==> config.mk <==
export PLATFORM = sky130hd
export DESIGN_NAME = full_subtractor
export DESIGN_NICKNAME = d
export VERILOG_FILES = /design/src/rtl/full_subtractor.sv
export SDC_FILE = /design/constraint.sdc
export NUM_CORES = 1
export LEC_CHECK = 0
export CAP_MARGIN = 5
export CORE_AREA = 2 2 39 41
export DETAILED_ROUTE_END_ITERATION = 10
export DIE_AREA = 0 0 41 43
export SETUP_SLACK_MARGIN = 0.05
export SYNTH_ARGS = -nofsm -noshare
export SYNTH_HDL_FRONTEND = slang
export SYNTH_SLANG_ARGS = --single-unit
export TNS_END_PERCENT = 30
==> constraint.sdc <==
create_clock -name clk -period 1.6 [get_ports clk]
set_clock_uncertainty 0.15 [all_clocks]
set_input_delay 0.24 -clock clk [delete_from_list [all_inputs] [get_ports clk]]
set_output_delay 0.24 -clock clk [all_outputs]
set_load 0.01 [all_outputs]
==> src/rtl/full_subtractor.sv <==
// Registered WIDTH-bit full subtractor: diff/bout = a - b - borrow-in, one cycle latency.
// Borrow-in comes from the bin port, or from the previous result when chain is set.
module full_subtractor #(
    parameter int WIDTH = 1
) (
    input  logic             clk,
    input  logic             rst,
    input  logic             in_valid,
    input  logic             chain,
    input  logic [WIDTH-1:0] a,
    input  logic [WIDTH-1:0] b,
    input  logic             bin,
    output logic             out_valid,
    output logic [WIDTH-1:0] diff,
    output logic             bout
);

    logic             vld_q;
    logic [WIDTH-1:0] diff_q, diff_d;
    logic             bout_q, bout_d;
    logic             eb;
    logic [WIDTH:0]   sub;

    // bout_q doubles as the stored chain borrow: both reset to 0, both load on
    // every accepted op and both hold otherwise, so they can never differ.
    assign eb  = chain ? bout_q : bin;
    assign sub = {1'b0, a} - {1'b0, b} - {{WIDTH{1'b0}}, eb};

    always_comb begin
        diff_d = sub[WIDTH-1:0];
        bout_d = sub[WIDTH];
    end

    always_ff @(posedge clk) begin
        if (rst) begin
            vld_q  <= 1'b0;
            diff_q <= '0;
            bout_q <= 1'b0;
        end else if (in_valid) begin
            vld_q  <= 1'b1;
            diff_q <= diff_d;
            bout_q <= bout_d;
        end else begin
            vld_q  <= 1'b0;
        end
    end

    assign out_valid = vld_q;
    assign diff      = diff_q;
    assign bout      = bout_q;

endmodule

==> results of run 1 <==
-- state kept, by name, summed over array words and instances, names as in the netlist --
name       cells
diff           1
out_valid      1
bout           1
-- power groups by stage --
| stage | Combinational [uW] | Clock (uW) | Sequential [uW] |
|---|---|---|---|
| final | 47.2 | 134 | 83.7 |
| after CTS | 48.3 | 145 | 83.7 |
| after global routing | 51.5 | 159 | 84.4 |
| after global placement | 43.0 | 0 | 84.6 |
| after floorplan | 11.6 | 0 | 87.0 |
| after detailed placement | 43.6 | 0 | 84.7 |
-- per-stage QoR --
| stage | utilization | cells | setup slack (ps) | power [uW] | area (sq um) |
|---|---|---|---|---|---|
| after CTS | 0.195 | 40 | 45.0 | 276 | 270 |
| after global routing | 0.199 | 40 | 43.9 | 295 | 275 |
| after global placement | 0.171 | 36 | -321 | 128 | 236 |
| after detailed placement | 0.171 | 36 | -338 | 128 | 236 |
| after floorplan | - | 11 | 105 | 98.6 | 126 |
| final | 0.199 | 40 | 111 | 264 | 275 |
-- worst max-delay path, stage by stage (launching register included) --
cell      delay (ps)
dfxtp_1          320
mux2_4           270
fa_1             450
a211oi_2         210
-- metal layers --
metal | part of all wire | wire, um
met2 | 0.30 | 99
met3 | 0.21 | 71
met5 | 0 | 0
met4 | 0 | 0
met1 | 0.49 | 164
-- cell type report --
class / count / area (sq um) / share of cell area
timing repair buffer: 9 / 93.8 / 0.341
multi-input combinational: 7 / 71.3 / 0.259
sequential: 3 / 60.1 / 0.218
clock buffer: 4 / 26.3 / 0.0955
tap: 16 / 20.0 / 0.0727
inverter: 1 / 3.75 / 0.0136
-- repair_timing --
action | 4_1_cts | 5_1_grt
setup buffers | 0 | 0
resized for setup | 3 | 2
pin swaps | 2 | 2
hold buffers | 0 | 0
endpoints found under the setup margin | 3 | 2
-- synth_stat cells --
master	number	area, sq um
dfxtp_1	3	60.1
nor2_1	2	7.51
a211oi_1	1	7.51
fa_1	1	20.0
inv_1	1	3.75
mux2_1	1	11.3
mux2i_1	1	10.0
nor2b_1	1	6.26
-- path summary, 6_finish.rpt --
kind | slack [ps] | to
hold / removal | 370 | diff
setup / recovery | 110 | diff
setup reg to reg | 110 | diff
hold reg to reg | 370 | diff
-- logic make-up after synthesis --
family | Yosys count
adders and majority gates | 1
buffers and inverters | 1
muxes | 2
DFF | 3
AOI/OAI and AO/OA | 1
and+or+nand+nor | 3
==> summary.txt, run 1 <==
Global routing
  – GR Util met1: 0.0675
  – Antenna violations before repair: 0
  – Grt met3 use: 0.0733
  – Grt ovf: 0
  – Busiest layer in global routing: met3
  – Vias in the first global route: between 100 and 150
  – Gr usage total: 0.0562
  – First-pass GRT wire length: 579 um
  – Pin count of the biggest net entering global routing: 5
  – Met2 Usage GRT: 0.0469

Worst setup path
  – Data required, critical path: around 1600 ps
  – R2R depth: 3
  – Critical Path Source: bout
  – Worst Path Arrival: roughly 1500 ps
  – WS Path Type: reg -> reg
  – CP Launch Type: register
  – Worst setup EP type: register
  – CP Max Fanout: 3
  – RR Startpoint: bout

Power
  – Net switching power: between 50 and 60 uW
  – Sequential power share: 0.317
  – Pwr dens: a little under 1000 nW/um^2
  – Sw Ratio: 0.226
  – Peak supply drop: 299 uV
  – Comb power frac: 0.178
  – Internal power: approximately 200 uW
  – Leak pwr: 0.000136 uW
  – Clk pwr share: 0.505

Final layout
  – Most frequent cells in the layout: 6 x clkdlybuf4s50_1, 3 x dfxtp_1, 3 x clkbuf_4
  – Layout Area Growth over Synthesis: 118%
  – Net count, final: 33
  – Filler Cells Inserted: roughly 160
  – Commonest non-fill, non-tap cell in the layout: clkdlybuf4s50_1
  – Fraction of final layout cells sized beyond drive strength 1: 0.208
  – N_diodes: 0

Logic synthesis
  – Seq/Total Area, Yosys: 0.475
  – Post-Syn Area: 126 sq um
  – Synthesized-area fraction occupied by and/or/nand/nor cells: 0.109
  – Synth warn: 0
  – Multiplexer area fraction after synthesis: 0.168
  – Complex-gate fraction of the synthesized area: 0.0594
  – Post-Synth XOR/XNOR Area: 0
  – #FFs+latches synth: 3
  – Main combinational cell family by area after synthesis: multiplexers
  – Post-synthesis net count: 19
  – Synthesized-area fraction occupied by adder cells: 0.158
  – Cell variety after synth: 8
  – Post-Syn Instances: 11
  – Syn avg cell area: between 10 and 15 sq um

Floorplanning
  – Row cnt: 14
  – Initial Utilization: 0.0913
  – Die area: about 1800 sq um
  – Ports: 10
  – Chip height: around 43 um
  – Die X: 41 um
  – Core area: ~1400 sq um

Hold path
  – Hold_sp: diff
  – Hold Crit Class: reg -> reg
  – Worst Hold Depth: 2

STA
  – Count of pins over their slew limit: 0
  – Final setup vio count: 0
  – Setup TNS: 0 ps
  – Slew headroom: 0.888
  – Period minus WS final: 1490 ps
  – FMAX: 672 MHz
  – Slew @ Worst Pin: about 170 ps
  – Hold Vio Cnt, Final: 0
  – Period Utilization, post-route: 0.930
  – RSZ-0062 raised after global routing: true
  – Worst Hold Slack: 374 ps

Place
  – Gpl congestion: around 0.53
  – I/O Buffers: 9

Drt
  – Wirelength per Cell: around 8.4 um
  – Starting DRT DRC Count: 4
  – Routed Antenna Nets: 0
  – Post-Route WL: between 300 and 400 um
  – Number of vias in the routed layout: 131
  – Drt first pass iters: 4
  – DRC errors left: 0
  – Vias per cell: approximately 3.3

Clock tree
  – CTS Buf Count: 3
  – # H-tree levels: 1
  – CTS Sinks: 3
  – TritonCTS clock tree: built
  – Worst-path clk slew: 40 ps
  – CTS Root Cell: clkbuf_4
  – Worst skew pair latency: ~230 ps
  – Clock Path Buffers: 2

Run
  – Maxcap violations: 0

Run status
  – Status: complete, no violations
Note: power is estimated with default switching activity, not from simulation.
==> run 2, diff against run 1 <==
clock period = 1.8 ns   (was 1.6 ns; I/O delays follow)
==> summary.txt, run 2 (synthesized netlist as in run 1, its figures left out) <==
Run status
  – Status: complete, no violations

Floorplanning
  – Chip height: 43 um
  – Die area: between 1500 and 2000 sq um
  – Row cnt: 14
  – Initial Utilization: 0.0913
  – Core area: 1380 sq um
  – Die X: between 40 and 50 um
  – Ports: 10

STA
  – Hold Vio Cnt, Final: 0
  – FMAX: 597 MHz
  – Setup TNS: 0 ps
  – Slew headroom: 0.890
  – Period Utilization, post-route: 0.931
  – Final worst slack: 125 ps
  – RSZ-0062 raised after global routing: false
  – Slew @ Worst Pin: between 150 and 200 ps
  – Count of pins over their slew limit: 0
  – Period minus WS final: between 1500 and 2000 ps
  – Final setup vio count: 0

Global routing
  – Gr usage total: 0.0522
  – Grt ovf: 0
  – First-pass GRT wire length: 538 um
  – Antenna violations before repair: 0
  – Pin count of the biggest net entering global routing: 5
  – Vias in the first global route: between 100 and 150

Drt
  – DRC errors left: 0
  – Post-Route WL: roughly 280 um
  – Vias per cell: a little over 3
  – Routed Antenna Nets: 0
  – Wirelength per Cell: approximately 7.0 um
  – Number of vias in the routed layout: ~120
  – Drt first pass iters: 2
  – Starting DRT DRC Count: 2

Clock tree
  – TritonCTS clock tree: built
  – CTS Root Cell: clkbuf_4
  – CTS Buf Count: 3
  – CTS Sinks: 3
  – Number of post-CTS setup repair buffers: 0
  – CTS Hold Bufs: 0
  – Clock Path Buffers: 2
  – # H-tree levels: 1
  – Worst-path clk slew: roughly 40 ps
  – Worst skew pair latency: between 200 and 250 ps

Power
  – Peak supply drop: 354 uV
  – Leak pwr: between 0.0001 and 0.00015 uW
  – Pwr dens: ~860 nW/um^2

Final layout
  – Commonest non-fill, non-tap cell in the layout: clkdlybuf4s50_1
  – Most frequent cells in the layout: 9 x clkdlybuf4s50_1, 3 x dfxtp_1, 3 x clkbuf_4
  – Layout Area Growth over Synthesis: 115%
  – Fraction of final layout cells sized beyond drive strength 1: 0.208
  – Net count, final: 33
  – N_diodes: 0

Place
  – Pre-CTS WS: -196 ps
  – Gpl congestion: approximately 0.53
  – I/O Buffers: 9

Worst setup path
  – CP Max Fanout: 1
  – Worst Path Arrival: 1680 ps
  – Worst setup EP type: register
  – Data required, critical path: between 1500 and 2000 ps
  – WS Path Type: in -> reg
  – CP Launch Type: input pin

Run
  – Maxcap violations: 0

Hold path
  – Hold Crit Class: reg -> reg
## run 2: final cells by class
class	instances	area (sq um)
Clock buffer	4	26.3
Fill cell	158	1110
Inverter	1	3.75
Multi-Input combinational cell	7	71.3
Sequential cell	3	60.1
Tap cell	16	20.0
Timing Repair Buffer	9	90.1
## run 2: through the flow
stage          power (uW)  instance area [sq um]  utilization  instances  hold slack, ps
2_1_floorplan        87.7                    126            -         11             192
3_3_place_gp          113                    236        0.171         36             333
3_5_place_dp          114                    236        0.171         36             339
4_1_cts               240                    268        0.193         40             372
5_1_grt               253                    272        0.196         40             410
6_report              234                    272        0.196         40             367
## run 2: worst paths after layout
path | depth (start not counted) | slack, ps | end | from
worst max-delay path | 4 | 130 | diff | chain
worst min-delay path | 2 | 370 | diff | diff
worst max register to register | 3 | 360 | diff | bout
worst min register to register | 2 | 370 | diff | diff
## run 2: timing repair
action | in CTS | in global routing
pin swaps | 0 | 1
setup endpoints to repair | 1 | 1
gates resized for setup | 1 | 2
gates cloned | 0 | 0
## run 2: report_power, final
group | switching [uW] | internal [uW]
sequential | 2.44 | 71.7
combinational | 14.3 | 28.8
clock | 34.2 | 83.0
total | 50.9 | 184
## run 2: critical path: stages
cell and delay, ps:
clkdlybuf4s50_1 480, mux2_4 300, fa_1 450, a211oi_2 180
## run 2: metal layers
layer,global-route usage,up-vias,wire length [um]
met5,0,-,0
met4,0.0400,0,0
met3,0.0628,0,54
met2,0.0469,10,76
met1,0.0611,50,150
li1,-,63,-
==> run 3, diff against run 2 <==
CTS_BUF_LIST = sky130_fd_sc_hd__clkbuf_4 sky130_fd_sc_hd__clkbuf_8   (was not set)
==> summary.txt, run 3 (synthesized netlist as in run 1, its figures left out) <==
Clock tree
  – CTS Sinks: 3
  – # H-tree levels: 1
  – Clock Path Buffers: 2
  – CTS Root Cell: clkbuf_4
  – CTS Buf Count: 3
  – Worst-path clk slew: roughly 40 ps
  – CTS Hold Bufs: 0
  – Worst skew pair latency: about 230 ps
  – TritonCTS clock tree: built

STA
  – FMAX: roughly 600 MHz
  – Hold Vio Cnt, Final: 0
  – Slew headroom: 0.890
  – Period Utilization, post-route: 0.930
  – Final setup vio count: 0
  – Slew @ Worst Pin: approximately 160 ps
  – Count of pins over their slew limit: 0
  – Final worst slack: approximately 130 ps
  – RSZ-0062 raised after global routing: false
  – Worst Hold Slack: approximately 370 ps
  – Period minus WS final: 1670 ps

Drt
  – Routed Antenna Nets: 0
  – Post-Route WL: 283 um
  – Drt first pass iters: 2
  – DRC errors left: 0
  – Number of vias in the routed layout: approximately 130
  – Wirelength per Cell: between 7 and 8 um
  – Starting DRT DRC Count: 2
  – Vias per cell: between 3 and 4

Worst setup path
  – Worst reg-to-reg setup slack: 360 ps
  – WS Path Type: in -> reg
  – Worst Path Arrival: 1680 ps
  – RR Startpoint: bout
  – CP Launch Type: input pin
  – Worst r2r dst: diff
  – R2R depth: 3
  – Worst setup EP type: register
  – Data required, critical path: approximately 1800 ps
  – CP Max Fanout: 1

Power
  – Sw Ratio: 0.206
  – Peak supply drop: 343 uV
  – Comb power frac: 0.172
  – Pwr dens: slightly above 900 nW/um^2
  – Clk pwr share: 0.531
  – Leak pwr: approximately 0.00011 uW
  – Sequential power share: 0.297
  – Net switching power: ~51 uW
  – Internal power: just under 200 uW

Floorplanning
  – Die area: between 1500 and 2000 sq um
  – Core area: 1380 sq um
  – Chip height: 43 um
  – Die X: 41 um
  – Row cnt: 14
  – Initial Utilization: 0.0913
  – Ports: 10

Final layout
  – Final core occ: 0.199
  – Most frequent cells in the layout: 9 x clkdlybuf4s50_1, 4 x clkbuf_4, 3 x dfxtp_1
  – Net count, final: 33
  – Layout Area Growth over Synthesis: 118%
  – Fraction of final layout cells sized beyond drive strength 1: 0.250
  – Commonest non-fill, non-tap cell in the layout: clkdlybuf4s50_1
  – Filler Cells Inserted: 159
  – N_diodes: 0
  – Final cell count without fillers: 40

Run status
  – Status: complete, no violations

Hold path
  – Hold_sp: diff
  – Hold Crit Class: reg -> reg
  – Worst Hold Depth: 2
  – Hold EP: diff

Global routing
  – Pin count of the biggest net entering global routing: 5
  – First-pass GRT wire length: about 540 um
  – Gr usage total: 0.0522
  – Vias in the first global route: 141
  – Grt ovf: 0
  – Antenna violations before repair: 0

Place
  – Gpl congestion: between 0.5 and 0.6
  – I/O Buffers: 9
  – Pre-CTS WS: -196 ps
  – Inst Count DP: 36

Run
  – Maxcap violations: 0
run 3: cell counts in the layout (fill, tap and decap cells not counted):
No cell type changed its count.
run 3: repair_timing:
| item | CTS | global route |
|---|---|---|
| setup endpoints to repair | 1 | 1 |
| gates resized for setup | 1 | 2 |
| pin swaps | 0 | 1 |
| hold endpoints to repair | 0 | 0 |
| buffers inserted | 0 | 0 |
run 3: power groups by stage:
stage / Sequential, uW / Combinational [uW] / Clock [uW]
final: 74.2 / 43.1 / 133
after global routing: 74.7 / 47.3 / 146
after CTS: 74.4 / 42.2 / 139
after detailed placement: 75.2 / 39.0 / 0
after global placement: 75.2 / 38.2 / 0
after floorplan: 77.3 / 10.3 / 0
run 3: worst max-delay path, cell delays in order:
cell and delay, ps:
clkdlybuf4s50_1 480, mux2_4 300, fa_1 450, a211oi_2 180
run 3: how the worst max path moves through the flow:
stage          startpoint  endpoint  slack [ps]
2_1_floorplan        bout      diff         310
3_3_place_gp        chain      diff        -150
3_5_place_dp        chain      diff        -200
4_1_cts             chain      diff          60
5_1_grt             chain      diff          60
6_report            chain      diff         130
run 3: stage by stage:
step | setup TNS (ps) | total power (uW) | instance area [sq um]
after global placement | -229 | 113 | 236
after floorplan | 0 | 87.7 | 126
after detailed placement | -311 | 114 | 236
after global routing | 0 | 268 | 275
after CTS | 0 | 256 | 272
final | 0 | 250 | 275
run 3: final cells by class:
class                      instances  area, sq um  area share
clock buffer                       4         30.0       0.109
inverter                           1         3.75      0.0136
multi-input combinational          7         71.3       0.259
sequential                         3         60.1       0.218
tap                               16         20.0      0.0727
timing repair buffer               9         90.1       0.327
run 3: metal layers:
| layer | vias up | routed length, um | global-route usage |
|---|---|---|---|
| met5 | - | 0 | 0 |
| met4 | 0 | 0 | 0.0400 |
| met3 | 0 | 54 | 0.0628 |
| met2 | 10 | 79 | 0.0469 |
| met1 | 52 | 149 | 0.0611 |
| li1 | 63 | - | - |
